`src/rtl/mem_access_controller.sv`:
```
// Memory-stage controller: decodes the held opcode and drives the write strobe, address select and write-back valid.
// Outputs are registered one cycle after accept; LOAD/STORE hold the stage (stall_Out) for MEM_LATENCY cycles.
module mem_access_controller #(
  parameter int                      INSTR_WIDTH  = 20,
  parameter int                      OPCODE_MSB   = 19,
  parameter int                      OPCODE_WIDTH = 4,
  parameter logic [OPCODE_WIDTH-1:0] OP_STORE     = 4'b1100,
  parameter logic [OPCODE_WIDTH-1:0] OP_LOAD      = 4'b1101,
  parameter logic [OPCODE_WIDTH-1:0] OP_COPYIN    = 4'b1111,
  parameter int                      MEM_LATENCY  = 2
) (
  input  logic                   clock,
  input  logic                   reset,
  input  logic [INSTR_WIDTH-1:0] instruction_In,
  input  logic                   valid_In,
  input  logic                   flush_In,
  output logic                   stall_Out,
  output logic [INSTR_WIDTH-1:0] instruction_Out,
  output logic                   valid_Out,
  output logic                   writeEnable_Out,
  output logic [1:0]             address_Control_Out
);

  localparam int CW = $clog2(MEM_LATENCY) + 1;

  typedef enum logic {IDLE, BUSY} state_t;

  state_t                  state, state_n;
  logic [CW-1:0]           cnt, cnt_n;
  logic [INSTR_WIDTH-1:0]  instr_q, instr_n;
  logic                    first_q, first_n;

  logic [OPCODE_WIDTH-1:0] op_in, op_q;
  logic                    in_is_mem;
  logic                    accept;

  assign op_in     = instruction_In[OPCODE_MSB -: OPCODE_WIDTH];
  assign op_q      = instr_q[OPCODE_MSB -: OPCODE_WIDTH];
  assign in_is_mem = (op_in == OP_LOAD) || (op_in == OP_STORE);
  // stall_Out is a pure register decode, so accept has no input-to-output loop
  assign accept    = valid_In && !stall_Out && !flush_In;

  always_ff @(posedge clock) begin
    if (!reset) begin
      state   <= IDLE;
      cnt     <= '0;
      instr_q <= '0;
      first_q <= 1'b0;
    end else begin
      state   <= state_n;
      cnt     <= cnt_n;
      instr_q <= instr_n;
      first_q <= first_n;
    end
  end

  always_comb begin
    state_n = state;
    cnt_n   = cnt;
    instr_n = instr_q;
    first_n = 1'b0;
    if (flush_In) begin
      state_n = IDLE;
      cnt_n   = '0;
      instr_n = '0;
    end else if (accept) begin
      state_n = BUSY;
      cnt_n   = in_is_mem ? CW'(MEM_LATENCY - 1) : '0;
      instr_n = instruction_In;
      first_n = 1'b1;
    end else if (state == BUSY) begin
      if (cnt == '0) begin
        state_n = IDLE;
      end else begin
        cnt_n = cnt - CW'(1);
      end
    end
  end

  always_comb begin
    stall_Out           = 1'b0;
    valid_Out           = 1'b0;
    writeEnable_Out     = 1'b0;
    address_Control_Out = 2'b00;
    instruction_Out     = instr_q;
    if (state == BUSY) begin
      stall_Out       = (cnt != '0);
      valid_Out       = (cnt == '0);
      // first_q marks only the accept cycle, giving one write per STORE
      writeEnable_Out = first_q && (op_q == OP_STORE);
      if ((op_q == OP_STORE) || (op_q == OP_LOAD)) begin
        address_Control_Out = 2'b10;
      end else if (op_q == OP_COPYIN) begin
        address_Control_Out = 2'b01;
      end
    end
  end

endmodule

```
`config.mk`:
```
export PLATFORM = sky130hd
export DESIGN_NAME = mem_access_controller
export DESIGN_NICKNAME = d
export VERILOG_FILES = /design/src/rtl/mem_access_controller.sv
export SDC_FILE = /design/constraint.sdc
export NUM_CORES = 1
export LEC_CHECK = 0
export ABC_AREA = 0
export BUFFER_PORTS_ARGS = -buffer_cell sky130_fd_sc_hd__buf_2
export CORE_MARGIN = 3
export CORE_UTILIZATION = 50
export DETAILED_ROUTE_END_ITERATION = 6
export PLACE_DENSITY = 0.88
export REMOVE_ABC_BUFFERS = 1
export SETUP_SLACK_MARGIN = 0.3
export SLEW_MARGIN = 10
export SYNTH_ARGS = -nofsm -noshare
export SYNTH_HDL_FRONTEND = slang
export SYNTH_SLANG_ARGS = --single-unit
```
`constraint.sdc`:
```
create_clock -name clock -period 2.2 [get_ports clock]
set_input_delay 0.11 -clock clock [delete_from_list [all_inputs] [get_ports clock]]
set_output_delay 0.11 -clock clock [all_outputs]
set_load 0.01 [all_outputs]
```
; After elaboration in Yosys (flattened, before gate mapping)
; Cells that the tools add are included.
[op_classes]
n_eq_ne = 6
reduce_logical = 12
magnitude_cmp = 0
muxes = 14
shift = 0
add_sub_neg = 1
bitwise = 1
div_mod_pow = 0
mul = 0
[ops]
columns = op, n
row1 = "4-bit equality test, second input constant", 5
row2 = 2-bit two-way mux, 5
row3 = 1-bit two-way mux, 9
row4 = 2-bit nonzero test, 2
row5 = 1-bit logical AND, 3
row6 = 1-bit logical NOT, 2
row7 = 2-bit logical NOT, 1
row8 = 1-bit logical OR, 2
row9 = "2-bit inequality test, second input constant", 1
row10 = 2-bit AND reduction, 1
row11 = 2-bit OR reduction, 1
row12 = "2-bit by 1-bit subtractor with 2-bit output, second input constant", 1
row13 = 1-bit NOT, 1
[totals]
in_bits = 24
wordCells = 38
romBits = 0
output_inout_bits = 25
regBits = 24
mem_count = 0
ram_bits = 0
latchBits = 0

; Longest topological paths before layout
; Gate-level depths: netlist of run 1.
[logic_depth]
depth_word = 7
ltp_mapped = 8
mapped_depth_nobuf = 6

; Least setup slack after synthesis of run 1
; OpenSTA, ideal clock, no wires.
[synth_timing]
path_type = reg-to-reg
start = register cnt[0]
end = register instr_q[17], in the netlist instruction_Out[17]
required_ps = 2134
path_buffers = 2
arrival_ps = 1196
setup_ps = 66
period_less_slack_ps = 1262
path_slack_ps = 938
stages_incl_launch_ff = 9
cell_sequence = dfxtp_1 inv_1 ha_1 nand2b_1 buf_6 inv_8 buf_12 o21ai_2 a21oi_2
[synth_via]
elab_chain_cells = 5
[synth_rtl]
columns = item, line
row1 = "start, declared", 29  ; logic [CW-1:0] cnt, cnt_n;
row2 = "start signal, assigned", 51  ; cnt <= cnt_n;
row3 = 2-bit nonzero test, 87  ; stall_Out = (cnt != '0);
row4 = 1-bit two-way mux, 86  ; if (state == BUSY) begin
row5 = via stall_Out, 17  ; output logic stall_Out,
row6 = 1-bit logical NOT, 41  ; assign accept = valid_In && !stall_Out && !flush_In;
row7 = 1-bit logical AND (2 in a row), 41
row8 = "end signal, assigned", 52  ; instr_q <= instr_n;
row9 = "end, declared", 30  ; logic [INSTR_WIDTH-1:0] instr_q, instr_n;
; The timed path passes the listed nets, and every way through them passes these cells.
; A chain may end at the register's enable or synchronous reset.

; Final worst setup path of run 1
[layout_timing]
start = register cnt[0]
end = output port stall_Out
[layout_via]
elab_chain_cells = 2
[layout_rtl]
columns = item, line
row1 = 2-bit nonzero test, 87
row2 = 1-bit two-way mux, 86
row3 = "end, declared", 17
; No other way between the ends.

==> impl_results.md, run 1 <==
* Final instance area at between 0.001 and 0.0015 mm2
* Total core area at 0.00208 mm2
* Register area share after synthesis at 0.413
* Flops & latches, synth at 24
* DRT Pass-1 Iters at 4
* Slowest cell on crit path: dfxtp_1
* Via density at approximately 5.4
* Pleak at 0.588 nW
* Area Growth Syn to Fin at 23.5%
* Die H at 54.2 um
* Crit path max-delay family: buffers and inverters
* # IOs at 49
* Num rows at 16
* Worst Skew at 0.0162 ns
* Starting Density at 0.559
* Post-route worst setup slack at 0.417 ns
* N_diodes at 0
* Die X at between 50 and 60 um
* Mapped cell area at 0.00116 mm2
* WS Path Type: register to output port
* Clock Latency Late Sink at 0.32 ns
* Yosys Warn Count at 0
* Number of max-cap violations at 0
* Synth Instances at 119
* Nets@finish at 190
* Synth top area cells: dfxtp_1, a21oi_2, o21ai_2
* Worst Path Required at approximately 2.1 ns
* Run status: complete, no violations
* Final wirelength at 2570 um
* Largest net degree at the start of global routing at 24
* Overall power at 861 uW
* Dpl cells at 186
* Measured slew at the worst slew-check pin at 0.637 ns
* EDFF count, synth at 0
* First-pass GRT wire length at roughly 3900 um
* Inserted Clock Buffers at 3
* Unrepaired setup endpoints after global routing: false
* # clock sinks at 24
* Wirelength per Cell at 13.5 um
* Endpoints failing setup at 0
* Clock tree buffer depth at 2
* DIE AREA at between 0.002 and 0.003 mm2
* Final Cycle Share at 0.810
* Max Fclk at approximately 0.56 GHz
* Max IR drop VDD at about 550 uV
* Hold Fails Final Rpt at 0
* GR peak layer: met2
* Worst Setup Start Kind: register
* Fraction of layout cells with a size suffix above 1 at 0.585
* Vias in the first global route at approximately 900
* Met1 Usage GRT at 0.232
* Main synth FF type: dfxtp_1
* DP Wirelength at 1770 um
* Crit-path max cell delay at 0.38 ns
* Routed vias at 1027
* Top-count cell post-synth: dfxtp_1
* Placed cell areas at 0.00137 mm2
* Min-delay worst type: primary input to register
* Hold path startpoint: reset
* Gr ovfl total at 0
* GRT Util Overall at 0.180
* Library cells used by synthesis at 22
* Reg clk slew, reported paths at 0.14 ns
* Setup TNS at 0 ns
* Avg Inst Size Synth at 9.78 um2
* CP Cell Sequence: inv_1 -> ha_1 -> nand2b_2 -> clkinv_8 -> buf_2
* CTS H-Tree Depth at 1
* Post-synth top cells: dfxtp_1, nand3_1, a21oi_2, o21ai_2, buf_2
* Crit path buf inv count at 3
* Setup crit end kind: output port
* Final ANT Viol Nets at 0
* # port buffers at 48
* Data arrival time of the worst path at 1.67 ns
* Slew headroom at 0.576
* Met3 usage at 0.0518
* Remaining DRCs at 0
* First DRT Iteration DRCs at 9
* Cell taking the most area after synthesis: dfxtp_1
* PwrDens at 599 mW/mm2
* M2 GR Usage at 0.291
* Total setup buffers inserted after CTS at 0
* Place WS at between 0.4 and 0.5 ns
* Post-synthesis async set-or-reset flop share at 0
* GP Congestion at 0.733
* Slew Limit Fails at 0
* Post-synth top area share at 0.413
* Post-CTS Hold Fix Bufs at 0
* Antenna violations before repair at 0
* Crit Path Max Fanout at 15
* Post-route insts no fill at 191
* CTS tree: yes
* Worst setup path startpoint: cnt[0]$_SDFFE_PP0P_
* R2R Path Start: cnt[0]$_SDFFE_PP0P_
* Crit path time final at around 1.8 ns
* Clock Tree Root: clkbuf_4
## worst paths after layout
path                                      end  slack [ns]  cells past startpoint
max                                 stall_Out        0.42                      5
min                        first_q$_SDFF_PP0_        0.02                      2
max reg2reg  instruction_Out[15]$_SDFFE_PP0P_        0.59                      6
min reg2reg   instruction_Out[6]$_SDFFE_PP0P_        0.47                      2
## power breakdown
group / switching [mW] / total, mW / internal [mW]
Sequential: 0.00641 / 0.451 / 0.444
Combinational: 0.0520 / 0.0904 / 0.0384
Clock: 0.135 / 0.320 / 0.184
## sequential cells by signal, indices dropped and copies added, names as in the netlist
signal and count:
first_q 1, cnt 2, state 1, instruction_Out 20
## final cells by class
class | instances | area (um2)
fill | 179 | 644
multi-input combinational | 80 | 572
sequential | 24 | 480
timing repair buffer | 51 | 263
tap | 27 | 33.8
clock inverter | 1 | 30.0
inverter | 4 | 27.5
clock buffer | 3 | 22.5
timing repair inverter | 1 | 8.76
## per-stage QoR
stage / hold slack [ns] / util
after floorplan: 0.256 / -
after global placement: 0.362 / 0.657
after detailed placement: 0.365 / 0.657
after CTS: 0.0164 / 0.684
after global routing: 0.0144 / 0.691
final: 0.0220 / 0.691
## routing by layer
layer  vias to the layer above  routed length (um)
met4                         0                   0
met3                         0                 242
met2                        44                1150
met1                       468                1170
met5                         -                   0
li1                        515                   -
## cells in the final DEF (no fill, tap or decap), types with 2 or more instances in the layout
| cell | count |
|---|---|
| inv_1 | 3 |
| a211oi_1 | 2 |
| a21oi_2 | 19 |
| nand3_1 | 22 |
| nor2_1 | 2 |
| dfxtp_1 | 24 |
| a21oi_1 | 3 |
| buf_4 | 3 |
| clkbuf_4 | 3 |
| o21ai_2 | 19 |
| buf_2 | 48 |
| nand2b_1 | 3 |
## kinds of logic after synthesis
family	Yosys count	synth area share
flops	24	0.413
buf+inv	15	0.0979
fa+ha+maj	1	0.0108
simple gates	34	0.158
compound gates	45	0.320
## timing repair
item,4_1_cts,5_1_grt
gates cloned,0,1
resized for setup,1,1
setup endpoints to repair,1,1
pin swaps,0,0
No activity file was read; power rests on OpenSTA's default activity.
==> run 2, diff against run 1 <==
--- a/config.mk
+++ b/config.mk
@@ -5,12 +5,12 @@
 export SDC_FILE = /design/constraint.sdc
 export NUM_CORES = 1
 export LEC_CHECK = 0
-export ABC_AREA = 0
+export ABC_AREA = 1
 export BUFFER_PORTS_ARGS = -buffer_cell sky130_fd_sc_hd__buf_2
 export CORE_MARGIN = 3
-export CORE_UTILIZATION = 50
+export CORE_UTILIZATION = 46
 export DETAILED_ROUTE_END_ITERATION = 6
-export PLACE_DENSITY = 0.88
+export PLACE_DENSITY = 0.82
 export REMOVE_ABC_BUFFERS = 1
 export SETUP_SLACK_MARGIN = 0.3
 export SLEW_MARGIN = 10
==> constraint.sdc (replaced) <==
create_clock -name clock -period 1.8 [get_ports clock]
set_input_delay 0.09 -clock clock [delete_from_list [all_inputs] [get_ports clock]]
set_output_delay 0.09 -clock clock [all_outputs]
set_load 0.01 [all_outputs]
==> impl_results.md, run 2 <==
* Run status: complete, no violations
* # IOs at 49
* Fill cells at 217
* Commonest cells after routing, fill and taps aside: buf_2, nand2_1, nor2_1
* Post-CTS Hold Fix Bufs at 0
* Cell taking the most area after synthesis: dfxtp_1
* Wirelength per Cell at 11.4 um
* Post-synth top area share at 0.416
* # port buffers at 48
* Antenna violations before repair at 0
* First-pass GRT wire length at between 4000 and 5000 um
* Worst Path Required at 1.71 ns
* DP Wirelength at 1760 um
* Reg2reg setup slack at 0.45 ns
* R2R Path Start: cnt[0]$_SDFFE_PP0P_
* First DRT Iteration DRCs at 20
* Clock tree buffer depth at 2
* Worst Skew at 0.00662 ns
* Vias in the first global route at 957
* CTS tree: yes
* Largest net degree at the start of global routing at 42
* GP Congestion at 0.750
* Measured slew at the worst slew-check pin at 0.437 ns
* RR Endpoint: instruction_Out[15]$_SDFFE_PP0P_
* Final ANT Viol Nets at 0
* Die H at approximately 56 um
* Pleak at 0.730 nW
* Final wirelength at about 2600 um
* Remaining DRCs at 0
* Number of max-cap violations at 0
* # clock sinks at 24
* Slew headroom at 0.709
* Commonest non-fill, non-tap cell in the layout: buf_2
* Nets@finish at approximately 230
* Clock Tree Root: clkbuf_4
* Endpoints failing setup at 0
* Hold Path Depth at 3
* Hold Fails Final Rpt at 0
* Largest register FFs at 20
* Register area share after synthesis at 0.416
* Max IR drop VDD at 555 uV
* Overall power at roughly 920 uW
* CP Cell Sequence: inv_1 -> ha_1 -> inv_2 -> nand2_8 -> inv_2 -> buf_2
* Main synth FF type: dfxtp_1
* CTS H-Tree Depth at 1
* Total core area at 0.00230 mm2
* Crit path time final at 1.40 ns
* Unrepaired setup endpoints after global routing: false
* Synth Instances at 155
* Setup TNS at 0 ns
* Final Cycle Share at 0.780
* EDFF count, synth at 0
* Flops & latches, synth at 24
* Crit Path Max Fanout at 12
* WS Path Type: register to output port
* Worst setup path startpoint: cnt[0]$_SDFFE_PP0P_
* Crit-path most repeated cell: inv_2
* GRT Util Overall at 0.161
* Data arrival time of the worst path at between 1 and 1.5 ns
* Reg clk slew, reported paths at 0.12 ns
* Mapped cell area at 0.00115 mm2
* PwrDens at 648 mW/mm2
* Slowest cell on crit path: dfxtp_2
* Crit-path max cell delay at roughly 0.35 ns
* DIE AREA at 0.00314 mm2
* Yosys Warn Count at 0
* Gr ovfl total at 0
* Cells on worst reg2reg path at 8
* Via density at 4.95
* Die X at 56.1 um
* Fraction of layout cells with a size suffix above 1 at 0.317
* Top-count cell post-synth: nand2_1
* Worst Setup Start Kind: register
* N_diodes at 0
* Post-synthesis async set-or-reset flop share at 0
* Inserted Clock Buffers at 3
* Post-synth top cells: nand2_1, nor2_1, dfxtp_1
* DRT Pass-1 Iters at 4
* Clock Latency Late Sink at 0.30 ns
* Starting Density at 0.502
* Critical Path Sink: stall_Out
* Num rows at 17
* Min-delay worst type: primary input to register
* Library cells used by synthesis at 14
* Avg Inst Size Synth at roughly 7.4 um2
* Synth top area cells: dfxtp_1, nand3b_1, a21oi_1
* Routed vias at roughly 1100
* Area Growth Syn to Fin at 23.3%
* Setup crit end kind: output port
* Max Fclk at 0.712 GHz
* Slew Limit Fails at 0
## run 2: kinds of logic after synthesis
| logic type | count (synthesis) | synth area share |
|---|---|---|
| buffers and inverters | 25 | 0.129 |
| AOI/OAI and AO/OA | 22 | 0.0954 |
| and+or+nand+nor | 83 | 0.348 |
| adders and majority gates | 1 | 0.0108 |
| DFF | 24 | 0.416 |
## run 2: cell type report
| class | instances | area, um2 | area share |
|---|---|---|---|
| Timing Repair Buffer | 52 | 270 | 0.190 |
| Inverter | 15 | 56.3 | 0.0396 |
| Clock buffer | 3 | 22.5 | 0.0158 |
| Tap cell | 28 | 35.0 | 0.0246 |
| Multi-Input combinational cell | 108 | 556 | 0.391 |
| Sequential cell | 24 | 483 | 0.339 |
## run 2: worst min-delay path by stage
stage / endpoint / slack [ns] / from
2_1_floorplan: first_q$_SDFF_PP0_ / 0.24 / reset
3_3_place_gp: first_q$_SDFF_PP0_ / 0.34 / reset
3_5_place_dp: first_q$_SDFF_PP0_ / 0.34 / reset
4_1_cts: first_q$_SDFF_PP0_ / 0.03 / reset
5_1_grt: first_q$_SDFF_PP0_ / 0.03 / reset
6_report: first_q$_SDFF_PP0_ / 0.03 / reset
## run 2: worst max-delay path, delay by kind of cell (launching register included)
kind | cells | cell delay (ns)
adders and majority gates | 1 | 0.21
DFF | 1 | 0.35
buffers and inverters | 4 | 0.35
and+or+nand+nor | 1 | 0.09
## run 2: repair_timing
action | 4_1_cts | 5_1_grt
endpoints found under the setup margin | 1 | 2
setup buffers | 1 | 1
gates cloned | 1 | 1
gates resized for setup | 2 | 3
pin swaps | 0 | 0
## run 2: metal layers
metal	share of wire	global-route usage	vias up
met1	0.44	0.210	493
met4	0	0.0305	0
met5	0	0	-
met2	0.47	0.277	50
li1	-	-	595
met3	0.090	0.0278	0
## run 2: power breakdown
group	switching, mW	internal [mW]
combinational	0.0741	0.0662
sequential	0.0121	0.549
clock	0.143	0.0779
total	0.229	0.693
## run 2: per-stage QoR
stage	cell area [um2]	setup WS (ns)	hold slack, ns	utilization	instances
detailed placement	1350	0.430	0.345	0.588	223
floorplan	1060	0.477	0.239	-	145
finish	1420	0.396	0.0310	0.619	230
global placement	1350	0.501	0.344	0.588	223
CTS	1400	0.298	0.0274	0.610	228
global route	1420	0.299	0.0323	0.619	230
==> run 3, diff against run 2 <==
--- a/config.mk
+++ b/config.mk
@@ -5,7 +5,7 @@
 export SDC_FILE = /design/constraint.sdc
 export NUM_CORES = 1
 export LEC_CHECK = 0
-export ABC_AREA = 1
+export ABC_AREA = 0
 export BUFFER_PORTS_ARGS = -buffer_cell sky130_fd_sc_hd__buf_2
 export CORE_MARGIN = 3
 export CORE_UTILIZATION = 46
==> constraint.sdc (replaced) <==
create_clock -name clock -period 1.4 [get_ports clock]
set_input_delay 0.07 -clock clock [delete_from_list [all_inputs] [get_ports clock]]
set_output_delay 0.07 -clock clock [all_outputs]
set_load 0.01 [all_outputs]
==> impl_results.md, run 3 (synthesized netlist as in run 1, its figures left out) <==
* Largest net degree at the start of global routing at 22
* Min-delay worst type: primary input to register
* Worst Skew at approximately 0.0013 ns
* Gr ovfl total at 0
* NetSw at 348 uW
* Post-route worst setup slack at -0.0452 ns
* Place WS at -0.0311 ns
* Die H at 56.3 um
* GP Congestion at 0.793
* Post-route insts no fill at 224
* Slew Limit Fails at 0
* # port buffers at 48
* Crit-path most repeated cell: a211oi_1
* Slew headroom at 0.738
* Dpl cells at roughly 190
* Placed cell areas at 0.00143 mm2
* DP Wirelength at 2000 um
* Clock Latency Late Sink at 0.33 ns
* Data arrival time of the worst path at about 1.7 ns
* Worst hold margin at 0.00552 ns
* CP Cell Sequence: inv_2 -> ha_4 -> nand2b_4 -> inv_8 -> buf_6 -> a211oi_1 -> a211oi_1
* Crit path buf inv count at 3
* Nets@finish at ~220
* First-pass GRT wire length at 5720 um
* Failing checks: negative setup slack
* Final instance area at 0.00189 mm2
* Routed vias at 1248
* Worst Path Required at 1.62 ns
* Comb power frac at 0.146
* First DRT Iteration DRCs at 48
* Endpoints failing setup at 1
* Run status: complete, but fails checks
* Setup crit end kind: register
* Starting Density at 0.507
* Commonest cells after routing, fill and taps aside: buf_2, a21oi_2, nand3_1, dlygate4sd3_1, dfxtp_1
* CTS tree: yes
* Max Fclk at 0.692 GHz
* Crit path time final at between 1 and 1.5 ns
* Setup TNS at -0.0452 ns
* Commonest non-fill, non-tap cell in the layout: buf_2
* # IOs at 49
* Crit-path max cell delay at 0.36 ns
* Clock Power Share at 0.363
* Vias in the first global route at 1254
* Antenna violations before repair at 0
* Wirelength per Cell at around 16 um
* Largest register FFs at 20
* Die X at around 56 um
* Reg clk slew, reported paths at 0.14 ns
* Measured slew at the worst slew-check pin at 0.393 ns
* Via density at 5.57
* WS Path Type: register to register
* Num rows at 17
* Final ANT Viol Nets at 0
* PwrDens at 764 mW/mm2
* Reg power frac at 0.491
* GRT Util Overall at 0.227
* Total core area at about 0.0023 mm2
* Overall power at roughly 1.4 mW
* Inserted Clock Buffers at 3
* Final wirelength at 3660 um
* Pleak at approximately 0.77 nW
* Number of max-cap violations at 0
* Crit Path Max Fanout at 7
* Max IR drop VDD at 537 uV
* Hold Fails Final Rpt at 0
* Slowest cell on crit path: dfxtp_2
* Pint at 1.09 mW
* Unrepaired setup endpoints after global routing: true
* Fill cells at between 150 and 200
* Final Cycle Share at 1.03
* Sw Ratio at 0.242
* DIE AREA at 0.00317 mm2
* DRT Pass-1 Iters at 4
* # clock sinks at 24
* Clock Tree Root: clkbuf_4
* Crit path max-delay family: compound AO/OA/AOI/OAI gates
* N_diodes at 0
* Clock tree buffer depth at 2
* Worst Setup Start Kind: register
* Final Util at 0.821
* Remaining DRCs at 0
* Fraction of layout cells with a size suffix above 1 at 0.638
* CTS H-Tree Depth at 1
* Area Growth Syn to Fin at 62.0%
run 3: changes by cell type in the layout (fill, tap and decap cells not counted), sizes merged, moves of 2 or more:
cell / change
nand2: -31
nor2: -26
o21ai: +21
dlygate4sd3: +20
nand3b: -18
nand3: +16
buf: +11
inv: -11
nand2b: +4
a211oi: +2
run 3: path summary, 6_finish.rpt:
path | startpoint | endpoint | slack [ns] | depth (start not counted)
setup reg to reg | cnt[1]$_SDFFE_PP0P_ | cnt[0]$_SDFFE_PP0P_ | -0.05 | 7
hold reg to reg | instruction_Out[4]$_SDFFE_PP0P_ | instruction_Out[4]$_SDFFE_PP0P_ | 0.48 | 2
hold / removal | instruction_In[15] | instruction_Out[15]$_SDFFE_PP0P_ | 0.006 | 3
setup / recovery | cnt[1]$_SDFFE_PP0P_ | cnt[0]$_SDFFE_PP0P_ | -0.05 | 7
run 3: timing repair:
action                                  in CTS  in global routing
hold buffers                                18                  2
buffers inserted                             6                  1
gates cloned                                 0                  1
gates resized for setup                     25                  8
pin swaps                                   14                  6
endpoints found under the hold margin       18                  2
endpoints found under the setup margin      29                 29
run 3: area by class of cell:
class	count	area, um2	area share
multi-input combinational	80	647	0.343
timing repair buffer	84	632	0.335
sequential	24	497	0.263
tap	28	35.0	0.0186
clock inverter	1	30.0	0.0159
clock buffer	3	22.5	0.0119
inverter	4	22.5	0.0119
run 3: per-layer routing:
layer | vias up | global-route usage | part of all wire
met5 | - | 0 | 0
met4 | 0 | 0.119 | 0.033
met3 | 13 | 0.0506 | 0.076
met2 | 70 | 0.402 | 0.48
met1 | 583 | 0.250 | 0.40
li1 | 582 | - | -
run 3: tightest hold or removal path, cell delays in order:
cell	delay, ns
buf_2	0.10
nand3_1	0.08
a21oi_2	0.06
run 3: power groups by stage:
stage	clock (mW)	sequential [mW]	combinational, mW
5_1_grt	0.556	0.708	0.229
4_1_cts	0.519	0.709	0.196
6_report	0.523	0.706	0.211
3_3_place_gp	0	0.723	0.145
3_5_place_dp	0	0.723	0.149
2_1_floorplan	0	0.728	0.0711
